## src/rtl/tx_arb_pkg.sv

```systemverilog
// Shared types and widths for the UART TX FIFO write-port arbiter.
// Imported by the arbiter top and its round-robin picker.
package tx_arb_pkg;

   typedef enum logic [1:0] {
      IDLE,
      WRITE,
      GAP,
      HOLD
   } state_e;

   localparam int BYTE_W      = 8;
   localparam int BURST_CNT_W = 4;

   function automatic int idx_w(input int n);
      return (n > 1) ? $clog2(n) : 1;
   endfunction

endpackage

```

## src/rtl/rr_pick.sv

```systemverilog
// Rotating-priority picker: first requester at or after ptr_i, cyclic.
// Purely combinational so the priority rule can be tested on its own.
module rr_pick
   import tx_arb_pkg::*;
#(
   parameter  int NUM_REQ = 2,
   localparam int IW      = idx_w(NUM_REQ)
) (
   input  logic [NUM_REQ-1:0] req_i,
   input  logic [IW-1:0]      ptr_i,
   output logic [NUM_REQ-1:0] win_oh_o,
   output logic [IW-1:0]      win_idx_o,
   output logic               valid_o
);

   // Scan from the pointer upward, wrapping once, and keep the first hit.
   always_comb begin : pick
      logic          found;
      logic [IW:0]   s;
      found     = 1'b0;
      s         = '0;
      win_oh_o  = '0;
      win_idx_o = '0;
      for (int k = 0; k < NUM_REQ; k++) begin
         s = {1'b0, ptr_i} + (IW+1)'(k);
         if (s >= (IW+1)'(NUM_REQ)) begin
            s = s - (IW+1)'(NUM_REQ);
         end
         if (!found && req_i[s[IW-1:0]]) begin
            found                 = 1'b1;
            win_idx_o             = s[IW-1:0];
            win_oh_o[s[IW-1:0]]   = 1'b1;
         end
      end
      valid_o = found;
   end

endmodule

```

## src/rtl/tx_fifo_arbiter.sv

```systemverilog
// Round-robin, burst-granular arbiter for the UART TX FIFO write port.
// Every byte becomes a one-cycle write_en pulse followed by a low cycle.
module tx_fifo_arbiter
   import tx_arb_pkg::*;
#(
   parameter int NUM_REQ   = 2,
   parameter int MAX_BURST = 4
) (
   input  logic                      clk,
   input  logic                      reset_n,
   input  logic [NUM_REQ-1:0]        req_i,
   input  logic [BYTE_W*NUM_REQ-1:0] req_data_i,
   input  logic [NUM_REQ-1:0]        req_last_i,
   output logic [NUM_REQ-1:0]        ack_o,
   output logic [NUM_REQ-1:0]        grant_o,
   output logic                      busy_o,
   input  logic                      fifo_full_i,
   output logic                      fifo_write_en_o,
   output logic [BYTE_W-1:0]         fifo_data_in_o
);

   localparam int IW = idx_w(NUM_REQ);
   localparam logic [BURST_CNT_W-1:0] BURST_MAX = BURST_CNT_W'(MAX_BURST);
   localparam logic [IW-1:0]          LAST_IDX  = IW'(NUM_REQ - 1);

   state_e                 state_q, state_d;
   logic [IW-1:0]          rr_q, rr_d;
   logic [IW-1:0]          owner_q, owner_d;
   logic [BURST_CNT_W-1:0] burst_q, burst_d;
   logic                   last_q, last_d;
   logic                   wen_q, wen_d;
   logic [BYTE_W-1:0]      data_q, data_d;
   logic [NUM_REQ-1:0]     ack_q, ack_d;
   logic [NUM_REQ-1:0]     grant_q, grant_d;

   logic [NUM_REQ-1:0]     win_oh;
   logic [IW-1:0]          win_idx;
   logic                   win_vld;

   logic [IW-1:0]          src_idx;
   logic [BYTE_W-1:0]      src_byte;
   logic                   src_last;
   logic [NUM_REQ-1:0]     src_oh;
   logic                   own_req;
   logic                   more;
   logic                   load;
   logic                   start;
   logic                   rel;

   rr_pick #(
      .NUM_REQ (NUM_REQ)
   ) u_pick (
      .req_i     (req_i),
      .ptr_i     (rr_q),
      .win_oh_o  (win_oh),
      .win_idx_o (win_idx),
      .valid_o   (win_vld)
   );

   // In IDLE the byte comes from the new winner, otherwise from the owner.
   assign src_idx = (state_q == IDLE) ? win_idx : owner_q;
   assign own_req = req_i[owner_q];
   assign more    = own_req && !last_q && (burst_q < BURST_MAX);

   // Mux out the selected requester's byte, last flag and one-hot.
   always_comb begin
      src_byte = '0;
      src_last = 1'b0;
      src_oh   = '0;
      for (int i = 0; i < NUM_REQ; i++) begin
         if (src_idx == IW'(i)) begin
            src_byte  = req_data_i[i*BYTE_W +: BYTE_W];
            src_last  = req_last_i[i];
            src_oh[i] = 1'b1;
         end
      end
   end

   // State register.
   always_ff @(posedge clk or negedge reset_n) begin
      if (!reset_n) begin
         state_q <= IDLE;
      end else begin
         state_q <= state_d;
      end
   end

   // Next-state: WRITE and GAP are single cycles; HOLD waits out full.
   always_comb begin
      state_d = state_q;
      unique case (state_q)
         IDLE: begin
            if (win_vld && !fifo_full_i) state_d = WRITE;
         end
         WRITE: begin
            state_d = GAP;
         end
         GAP: begin
            if (more && !fifo_full_i) state_d = WRITE;
            else if (more)            state_d = HOLD;
            else                      state_d = IDLE;
         end
         HOLD: begin
            if (!own_req)          state_d = IDLE;
            else if (!fifo_full_i) state_d = WRITE;
         end
         default: begin
            state_d = IDLE;
         end
      endcase
   end

   // Output/datapath next values; a byte is captured on entry to WRITE.
   always_comb begin
      load    = (state_q != WRITE) && (state_d == WRITE);
      start   = (state_q == IDLE) && load;
      rel     = (state_q != IDLE) && (state_d == IDLE);
      wen_d   = load;
      ack_d   = load ? src_oh : '0;
      data_d  = load ? src_byte : data_q;
      last_d  = load ? src_last : last_q;
      owner_d = start ? win_idx : owner_q;
      grant_d = grant_q;
      if (start)    grant_d = win_oh;
      else if (rel) grant_d = '0;
      burst_d = burst_q;
      if (start)     burst_d = BURST_CNT_W'(1);
      else if (load) burst_d = burst_q + 1'b1;
      rr_d = rr_q;
      if (rel) rr_d = (owner_q == LAST_IDX) ? '0 : owner_q + 1'b1;
   end

   // Registered outputs and arbitration bookkeeping.
   always_ff @(posedge clk or negedge reset_n) begin
      if (!reset_n) begin
         rr_q    <= '0;
         owner_q <= '0;
         burst_q <= '0;
         last_q  <= 1'b0;
         wen_q   <= 1'b0;
         data_q  <= '0;
         ack_q   <= '0;
         grant_q <= '0;
      end else begin
         rr_q    <= rr_d;
         owner_q <= owner_d;
         burst_q <= burst_d;
         last_q  <= last_d;
         wen_q   <= wen_d;
         data_q  <= data_d;
         ack_q   <= ack_d;
         grant_q <= grant_d;
      end
   end

   assign ack_o           = ack_q;
   assign grant_o         = grant_q;
   assign busy_o          = (state_q != IDLE);
   assign fifo_write_en_o = wen_q;
   assign fifo_data_in_o  = data_q;

endmodule
```

## config.mk

```make
export PLATFORM = sky130hd
export DESIGN_NAME = tx_fifo_arbiter
export DESIGN_NICKNAME = d
export VERILOG_FILES = /design/src/rtl/tx_arb_pkg.sv /design/src/rtl/rr_pick.sv /design/src/rtl/tx_fifo_arbiter.sv
export SDC_FILE = /design/constraint.sdc
export NUM_CORES = 1
export LEC_CHECK = 0
export ABC_AREA = 0
export CORE_MARGIN = 10
export CORE_UTILIZATION = 50
export CTS_BUF_LIST = sky130_fd_sc_hd__clkbuf_4 sky130_fd_sc_hd__clkbuf_8
export DETAILED_ROUTE_END_ITERATION = 10
export PLACE_DENSITY_LB_ADDON = 0.1
export SLEW_MARGIN = 20
export SYNTH_ARGS = -nofsm -noshare
export SYNTH_HDL_FRONTEND = slang
export SYNTH_SLANG_ARGS = --single-unit
```

## constraint.sdc

```tcl
create_clock -name clk -period 3.3 [get_ports clk]
set_input_delay 0.495 -clock clk [delete_from_list [all_inputs] [get_ports clk]]
set_output_delay 0.495 -clock clk [all_outputs]
set_load 0.03 [all_outputs]
```

Word-level counts from Yosys, hierarchy flattened

Index checks and enable logic that the tools add are counted.

Register bits: 22
Logic and storage cells: 81
Output and inout port bits: 14
Input port bits: 23

Muxes and demuxes: 35
Equal/unequal tests: 5
$add $sub $neg: 5
Reduce and logical (&&, ||, !) cells: 18
$lt $le $gt $ge: 8
Bitwise gates (word level): 1

Operators with widths:

| operator                                                   | number |
|---|---|
| two-way mux 2 bit                                          | 10 |
| two-way mux 1 bit                                          | 19 |
| logical AND 1 bit                                          | 10 |
| two-way mux 4 bit                                          | 2 |
| two-way mux 8 bit                                          | 1 |
| case mux 2 bit (4 select lines)                            | 1 |
| less-than comparator 1 x 2 -> 1 bit, second input constant | 3 |
| nonzero test 2 bit                                         | 3 |
| adder 4 x 1 -> 4 bit, second input constant                | 1 |
| equality test 2 x 1 -> 1 bit, second input constant        | 2 |
| equality test 2 bit, second input constant                 | 2 |
| zero test 2 bit                                            | 2 |
| less-than comparator 4 x 3 -> 1 bit, second input constant | 1 |
| zero test 1 bit                                            | 3 |
| adder 1 x 1 -> 2 bit, second input constant                | 1 |
| demux 1 bit (select 1 bit)                                 | 2 |
| >= comparator 1 bit, second input constant                 | 2 |
| >= comparator 1 x 2 -> 1 bit, second input constant        | 1 |
| >= comparator 2 bit, second input constant                 | 1 |
| inequality test 2 x 1 -> 1 bit, second input constant      | 1 |
| OR 2 bit                                                   | 1 |
| subtractor 1 bit, second input constant                    | 2 |
| adder 1 bit, second input constant                         | 1 |

Depth between registers and ports, before layout

Gate-level depths: netlist (run 1).

Word-level depth: 15
Gate-level depth with buffers: 7
Mapped depth without buffers: 5

Modules after synthesis

Synthesis (run 1) repeated with hierarchy kept, for this count alone.

Cell total of the unflattened synthesis: 93
Area, all modules: 1122.3 µm²

By module, submodules not included:

| module          | cells each | area each (µm²) | instances | seq. area each (µm²) |
|---|---|---|---|---|
| tx_fifo_arbiter | 88         | 1089.8          | 1         | 550.5 |
| rr_pick         | 5          | 32.5            | 1         | 0.0 |

Least setup slack after synthesis (run 1)

OpenSTA, ideal clock, no wires.

Path type: register to register
From: register state_q[1]
To: register data_q[0] (netlist: fifo_data_in_o[0])
Required time: 3.175 ns
Path buffers: 2
Clock period less this slack: 1.977 ns
Data arrival time: 1.852 ns
Cell stages (with the launch flop): 8
Path slack: 1.323 ns
Setup time: 0.125 ns
Path through: dfrtp_1 -> or2_1 -> buf_2 -> or3_1 -> o21a_1 -> inv_1 -> buf_4 -> mux2_2

Longest elaborated chain between the ends: 5
Elaborated cells on any way between the ends: 13
Classes of those cells: eq/ne: 5; mux: 6; reduce/logical: 2

RTL lines:

| what                            | RTL line               | text |
|---|---|---|
| start, declared                 | tx_fifo_arbiter.sv:26  | `state_e state_q, state_d;` |
| start signal, assigned          | tx_fifo_arbiter.sv:84  | `state_q <= state_d;` |
| two-way mux 2 bit               | tx_fifo_arbiter.sv:105 | `else if (!fifo_full_i) state_d = WRITE;` |
| two-way mux 2 bit               | tx_fifo_arbiter.sv:104 | `if (!own_req) state_d = IDLE;` |
| case mux 2 bit (4 select lines) | tx_fifo_arbiter.sv:91  | `unique case (state_q)` |
| equality test 2 x 1 -> 1 bit    | tx_fifo_arbiter.sv:115 | `load = (state_q != WRITE) && (state_d == WRITE);` |
| logical AND 1 bit (*)           | tx_fifo_arbiter.sv:115 |  |
| net load                        | tx_fifo_arbiter.sv:46  | `logic load;` |
| end signal, assigned            | tx_fifo_arbiter.sv:150 | `data_q <= data_d;` |
| end, declared                   | tx_fifo_arbiter.sv:32  | `logic [BYTE_W-1:0] data_q, data_d;` |

The timed path passes the listed nets; every way through them passes the cells marked *.
A chain may end at the register's enable or synchronous reset.

Worst setup path after layout (run 1)

From: register state_q[1]
To: register data_q[6] (netlist: fifo_data_in_o[6])

Longest elaborated chain between the ends: 5
Elaborated cells on any way between the ends: 13
Classes of those cells: eq/ne: 5; mux: 6; reduce/logical: 2

RTL lines:

| what                            | RTL line |
|---|---|
| two-way mux 2 bit               | tx_fifo_arbiter.sv:105 |
| two-way mux 2 bit               | tx_fifo_arbiter.sv:104 |
| case mux 2 bit (4 select lines) | tx_fifo_arbiter.sv:91 |
| equality test 2 x 1 -> 1 bit    | tx_fifo_arbiter.sv:115 |
| logical AND 1 bit               | tx_fifo_arbiter.sv:115 |

Parallel ways exist; a longest one is shown, timed or not.

==> results of run 1 <==
-- cells in the final DEF (no fill, tap or decap), types with 2 or more instances in the layout --
| master | netlist | routed |
|---|---|---|
| a21oi_1 | 2 | 2 |
| and2_1 | 2 | 2 |
| clkbuf_4 | 0 | 3 |
| clkdlybuf4s50_1 | 0 | 36 |
| dfrtp_1 | 22 | 22 |
| inv_1 | 5 | 5 |
| mux2_2 | 11 | 11 |
| mux2_4 | 8 | 8 |
| nand2_1 | 8 | 8 |
| nand3_1 | 3 | 3 |
| nor2_1 | 3 | 3 |
| o211ai_1 | 4 | 4 |
| o21ai_0 | 4 | 4 |
| o22ai_1 | 3 | 3 |
| or4_1 | 2 | 2 |
-- power breakdown --
part | internal (W) | switching (W) | leakage [nW]
clock | 0.0000675 | 0.0000823 | 0.0210
sequential | 0.000391 | 0.0000778 | 0.264
combinational | 0.000366 | 0.000379 | 0.360
total | 0.000824 | 0.000539 | 0.644
-- cell families after synthesis --
family	count (synthesis)	share of synthesized area, %
AND/OR/NAND/NOR	23	10.58
flip-flops	22	51.16
multiplexers	20	23.61
AO/OA/AOI/OAI	15	8.838
buffers and inverters	10	4.651
adder cells (fa/ha/maj)	1	1.163
-- registers in the layout, summed over array words and instances (netlist names) --
signal           cells
grant_o              2
ack_o                2
rr_q                 1
fifo_data_in_o       8
burst_q              4
state_q              2
owner_q              1
last_q               1
fifo_write_en_o      1
-- per-layer routing --
layer  share of wire, %  up-vias  global-route usage (%)
met5                  0        -                       0
met4                1.3        0                   3.141
met3                6.6        4                   4.915
met2                 51       18                   18.78
met1                 41      367                   12.25
li1                   -      391                       -
-- worst reg2reg max path, delay by kind of cell (launching register included) --
| family | cells | cell delay (ps) |
|---|---|---|
| and+or+nand+nor | 2 | 840 |
| buffers and inverters | 1 | 320 |
| DFF | 1 | 440 |
| AOI/OAI and AO/OA | 1 | 210 |
| muxes | 1 | 400 |
-- area by class of cell --
type | instances | share of cell area (%)
multi-input combinational | 59 | 32.23
inverter | 5 | 1.272
timing repair buffer | 36 | 24.43
tap | 27 | 2.290
clock buffer | 4 | 2.460
sequential | 22 | 37.32
-- metrics by stage --
step / total power (W) / setup WS [ps] / instance area (um^2)
final: 0.001363 / 988.1 / 1475
after CTS: 0.001380 / 983.4 / 1475
after global routing: 0.001449 / 862.1 / 1475
after floorplan: 0.0009834 / 1323 / 1076
after global placement: 0.001210 / 695.9 / 1439
after detailed placement: 0.001229 / 669.7 / 1439
-- worst paths after layout --
check / from / end / depth (start not counted)
worst max-delay path: state_q[1]$_DFF_PN0_ / fifo_data_in_o[6]$_DFFE_PN0N_ / 5
worst min-delay path: burst_q[0]$_DFFE_PN0P_ / burst_q[0]$_DFFE_PN0P_ / 1
worst max register to register: state_q[1]$_DFF_PN0_ / fifo_data_in_o[6]$_DFFE_PN0N_ / 5
worst min register to register: burst_q[0]$_DFFE_PN0P_ / burst_q[0]$_DFFE_PN0P_ / 1
max in group asynchronous: reset_n / fifo_data_in_o[1]$_DFFE_PN0N_ / 1
min in group asynchronous: reset_n / burst_q[2]$_DFFE_PN0P_ / 1
==> flow_summary_export.csv, run 1 <==
group,metric,value,unit
status,outcome,"finished clean",
critical_path,slowest_stage,"or3_1",
logic_synthesis,ys_async_sr_fraction,100.0,%
logic_synthesis,netlist_area,1076,um^2
logic_synthesis,synth_cells,91,
cts,clockRootBuffer,"clkbuf_4",
logic_synthesis,yosysTopAreaCell,"dfrtp_1",
hold_path,min_path_type,"reg2reg",
logic_synthesis,seq_area_frac_synth,51.16,%
sta,slew-limit-headroom,35.14,%
cts,post_cts_buffers,0,
global_route,grt_overflow,0,
cts,cts_buffer_depth,2,
cts,cts.clk_slew.worst_paths,120,ps
logic_synthesis,synth_nets,115,
critical_path,cp_data_required_time,3510,ps
logic_synthesis,syn_area_per_cell,11.82,um^2
cts,insertion_delay,310,ps
floorplanning,initial_utilization,53.75,%
route,drt-wirelength-per-cell,15.95,um
critical_path,arrival,2520,ps
route,num_vias,780,
critical_path,worstSetupEndpointType,"register",
cts,cts_resized,0,
placed_design,dp.cells,149,
cells_and_area,multiInputGateArea,475.5,um^2
logic_synthesis,synth-edff-count,0,
cts,cts_tree,"built",
logic_synthesis,synth.top_cell.area_share,51.16,%
critical_path,cp-start-kind,"register",
floorplanning,core-area,2002,um^2
route,routed_wl,2.440,mm
sta,finalSetupViolations,0,
logic_synthesis,synth_commonest_cells,"dfrtp_1, mux2_2, mux2_4, nand2_1, inv_1",
logic_synthesis,yosys-top-cells-area,"dfrtp_1, mux2_2, mux2_4",
global_route,grt_pass1_wl,3.822,mm
placed_design,hpwl,1.912,mm
power_and_ir_drop,power_leakage,0.6442,nW
critical_path,path_max_fanout,11,
logic_synthesis,yosys_warnings,0,
global_route,grtUsageTotal,11.11,%
logic_synthesis,ys_ff_latch,22,
critical_path,crit_buf_inv,1,
floorplanning,die_h,66.39,um
route,viasPerCell,5.098,
cells_and_area,instances_no_fill,153,
global_route,antenna_found_initial,0,
power_and_ir_drop,peakVddDrop,581.0,uV
cells_and_area,utilization,73.69,%
logic_synthesis,synth.most_common_cell,"dfrtp_1",
sta,tns,0,ps
route,drtPass1Iterations,4,
sta,final_hold_viol_count,0,
placed_design,gp_congestion,0.7521,
job,drv_cap,0,
floorplanning,io_pins,37,
sta,min_period_over_period,70.06,%
global_route,grt_pass1_vias,806,
critical_path,critPathTopFamily,"simple AND/OR/NAND/NOR gates",
sta,clock.fmax,432.6,MHz
logic_synthesis,synth_cell_type_count,26,
logic_synthesis,ys.flop_type,"dfrtp_1",
cts,cts_buffers,3,
sta,min_period,2312,ps
critical_path,critical_path_class,"reg2reg",
cells_and_area,seq_area,550.5,um^2
sta,clock_skew,4.800,ps
cells_and_area,nNetsFinal,151,
sta,worstMarginPinSlew,969.9,ps
cells_and_area,drive_above_1_share,18.25,%
route,drc,0,
cts,htree_levels,1,
cells_and_area,nFillCells,138,
floorplanning,dieArea,4408,um^2
power_and_ir_drop,power.density,924.1,nW/um^2
placed_design,portBuffers,36,
floorplanning,die_x,66.39,um
critical_path,reg2reg_slack,990,ps
cts,holdBufCountCts,0,
route,antenna_left,0,
global_route,grt_max_degree,23,
sta,whs,517.7,ps
sta,slew_violations,0,
cells_and_area,antenna_cells,0,
cts,cts_sinks,22,
floorplanning,rows,16,
cells_and_area,area_growth,37.09,%
critical_path,cp_slowest_stage_delay,530,ps
sta,rsz0062_at_grt,"no",
route,drt-initial-drc-count,18,
critical_path,path_cells,"or2_1 > or3_1 > o21a_1 > inv_1 > mux2_2",
Note: power is estimated with default switching activity, not from simulation.
==> run 2: changes to the inputs <==
Settings changed: CORE_UTILIZATION 50 to 46.
Clock period 3.3 ns to 2.18 ns, I/O delays scaled along.
==> flow_summary_export.csv, run 2 (synthesized netlist as in run 1, its figures left out) <==
group,metric,value,unit
cts,cts_buffers,3,
critical_path,worstSetupEndpointType,"output pin",
global_route,grt_pass1_wl,4.195,mm
power_and_ir_drop,power.density,1376,nW/um^2
power_and_ir_drop,p_total,0.002109,W
cells_and_area,final_common_cell,"clkdlybuf4s50_1",
cts,cts_sinks,22,
critical_path,path_max_fanout,6,
route,drc,0,
cts,post_cts_buffers,0,
route,viasPerCell,5.057,
floorplanning,die_h,68.37,um
global_route,grtUsageTotal,11.84,%
job,drv_cap,0,
route,num_vias,804,
global_route,grt_max_degree,23,
route,routed_wl,2.405,mm
sta,slew_violations,0,
cts,cts_tree,"built",
cells_and_area,area_growth,42.44,%
critical_path,cp_data_required_time,1850,ps
cts,holdBufCountCts,0,
cells_and_area,finish.instance_area,1533,um^2
power_and_ir_drop,peakVddDrop,902.1,uV
sta,whs,368.6,ps
cells_and_area,final_cell_mix,"clkdlybuf4s50_1, dfrtp_1, mux2_2",
cells_and_area,nNetsFinal,157,
floorplanning,die_x,68.37,um
placed_design,gp_congestion,0.8114,
cts,cts_buffer_depth,2,
sta,tns,0,ps
status,outcome,"finished clean",
cts,clockRootBuffer,"clkbuf_4",
route,drt-initial-drc-count,10,
sta,rsz0062_at_grt,"no",
global_route,grt_overflow,0,
route,drt-wirelength-per-cell,15.13,um
sta,clock_skew,3.681,ps
cells_and_area,largest_register_ff_count,8,
route,antenna_left,0,
sta,min_period_over_period,90.74,%
sta,worstMarginPinSlew,330.1,ps
floorplanning,dieArea,4674,um^2
cts,htree_levels,1,
floorplanning,io_pins,37,
power_and_ir_drop,power_leakage,0.6738,nW
placed_design,portBuffers,36,
floorplanning,initial_utilization,48.64,%
critical_path,critical_path_class,"reg2out",
global_route,grt_pass1_vias,908,
sta,final_hold_viol_count,0,
sta,finalSetupViolations,0,
floorplanning,rows,17,
cells_and_area,antenna_cells,0,
route,drtPass1Iterations,4,
critical_path,arrival,1650,ps
hold_path,min_path_type,"in2async",
global_route,antenna_found_initial,0,
placed_design,hpwl,1.992,mm
sta,min_period,1978,ps
cts,insertion_delay,290,ps
sta,clock.fmax,505.5,MHz
sta,slew-limit-headroom,77.93,%
placed_design,placed_area,1510,um^2
cells_and_area,nFillCells,181,
cts,cts_resized,0,
critical_path,cp-start-kind,"register",
cts,cts.clk_slew.worst_paths,110,ps
floorplanning,core-area,2212,um^2
cells_and_area,drive_above_1_share,21.37,%
==> run 2: changes by cell type in the layout (fill, tap and decap cells not counted) <==
cell and delta:
clkbuf_8 -1, buf_12 +2, buf_4 +4
==> run 2: worst max-delay path: stages (launching register included) <==
cell and delay, ps:
dfrtp_1 440, or2_1 300, clkdlybuf4s50_1 620
==> run 2: area by class of cell <==
cell class              count  area [um^2]  area share [%]
flip-flops and latches     22        550.5           35.92
well taps                  28        35.03           2.286
multi-input cells          59        475.5           31.02
clock buffers               3        22.52           1.469
repair buffers             42        430.4           28.08
inverters                   5        18.77           1.224
==> run 2: routing by layer <==
metal / track usage, % / vias to the layer above / routed length, um / part of all wire [%]
met3: 3.752 / 2 / 161 / 6.7
met4: 5.276 / 0 / 17 / 0.71
met2: 20.47 / 15 / 1294 / 54
met5: 0 / - / 0 / 0
li1: - / 400 / - / -
met1: 12.99 / 387 / 931 / 39
==> run 2: per-stage QoR <==
stage / utilization (%) / setup WS [ps] / std cells
global route: 69.29 / 119.2 / 159
detailed placement: 68.27 / 73.89 / 156
finish: 69.29 / 201.8 / 159
CTS: 69.29 / 182.5 / 159
floorplan: - / 203.4 / 91
global placement: 68.27 / 96.14 / 156
==> run 2: report_power, final <==
group          total, W  switching [W]  internal (W)
combinational   0.00122       0.000589      0.000633
sequential     0.000713       0.000121      0.000592
clock          0.000174       0.000110     0.0000642
total           0.00211       0.000820       0.00129
==> run 2: final timing paths <==
check                                     start                             to  slack (ps)  cells past startpoint
setup / recovery           state_q[1]$_DFF_PN0_                         busy_o         200                      2
hold / removal                          reset_n  fifo_data_in_o[3]$_DFFE_PN0N_         370                      2
setup reg to reg           state_q[1]$_DFF_PN0_  fifo_data_in_o[1]$_DFFE_PN0N_         220                      6
hold reg to reg             owner_q$_DFFE_PN0P_               rr_q$_DFFE_PN0P_         520                      1
max in group asynchronous               reset_n         grant_o[0]$_DFFE_PN0P_        1600                      2
min in group clk            owner_q$_DFFE_PN0P_               rr_q$_DFFE_PN0P_         520                      1
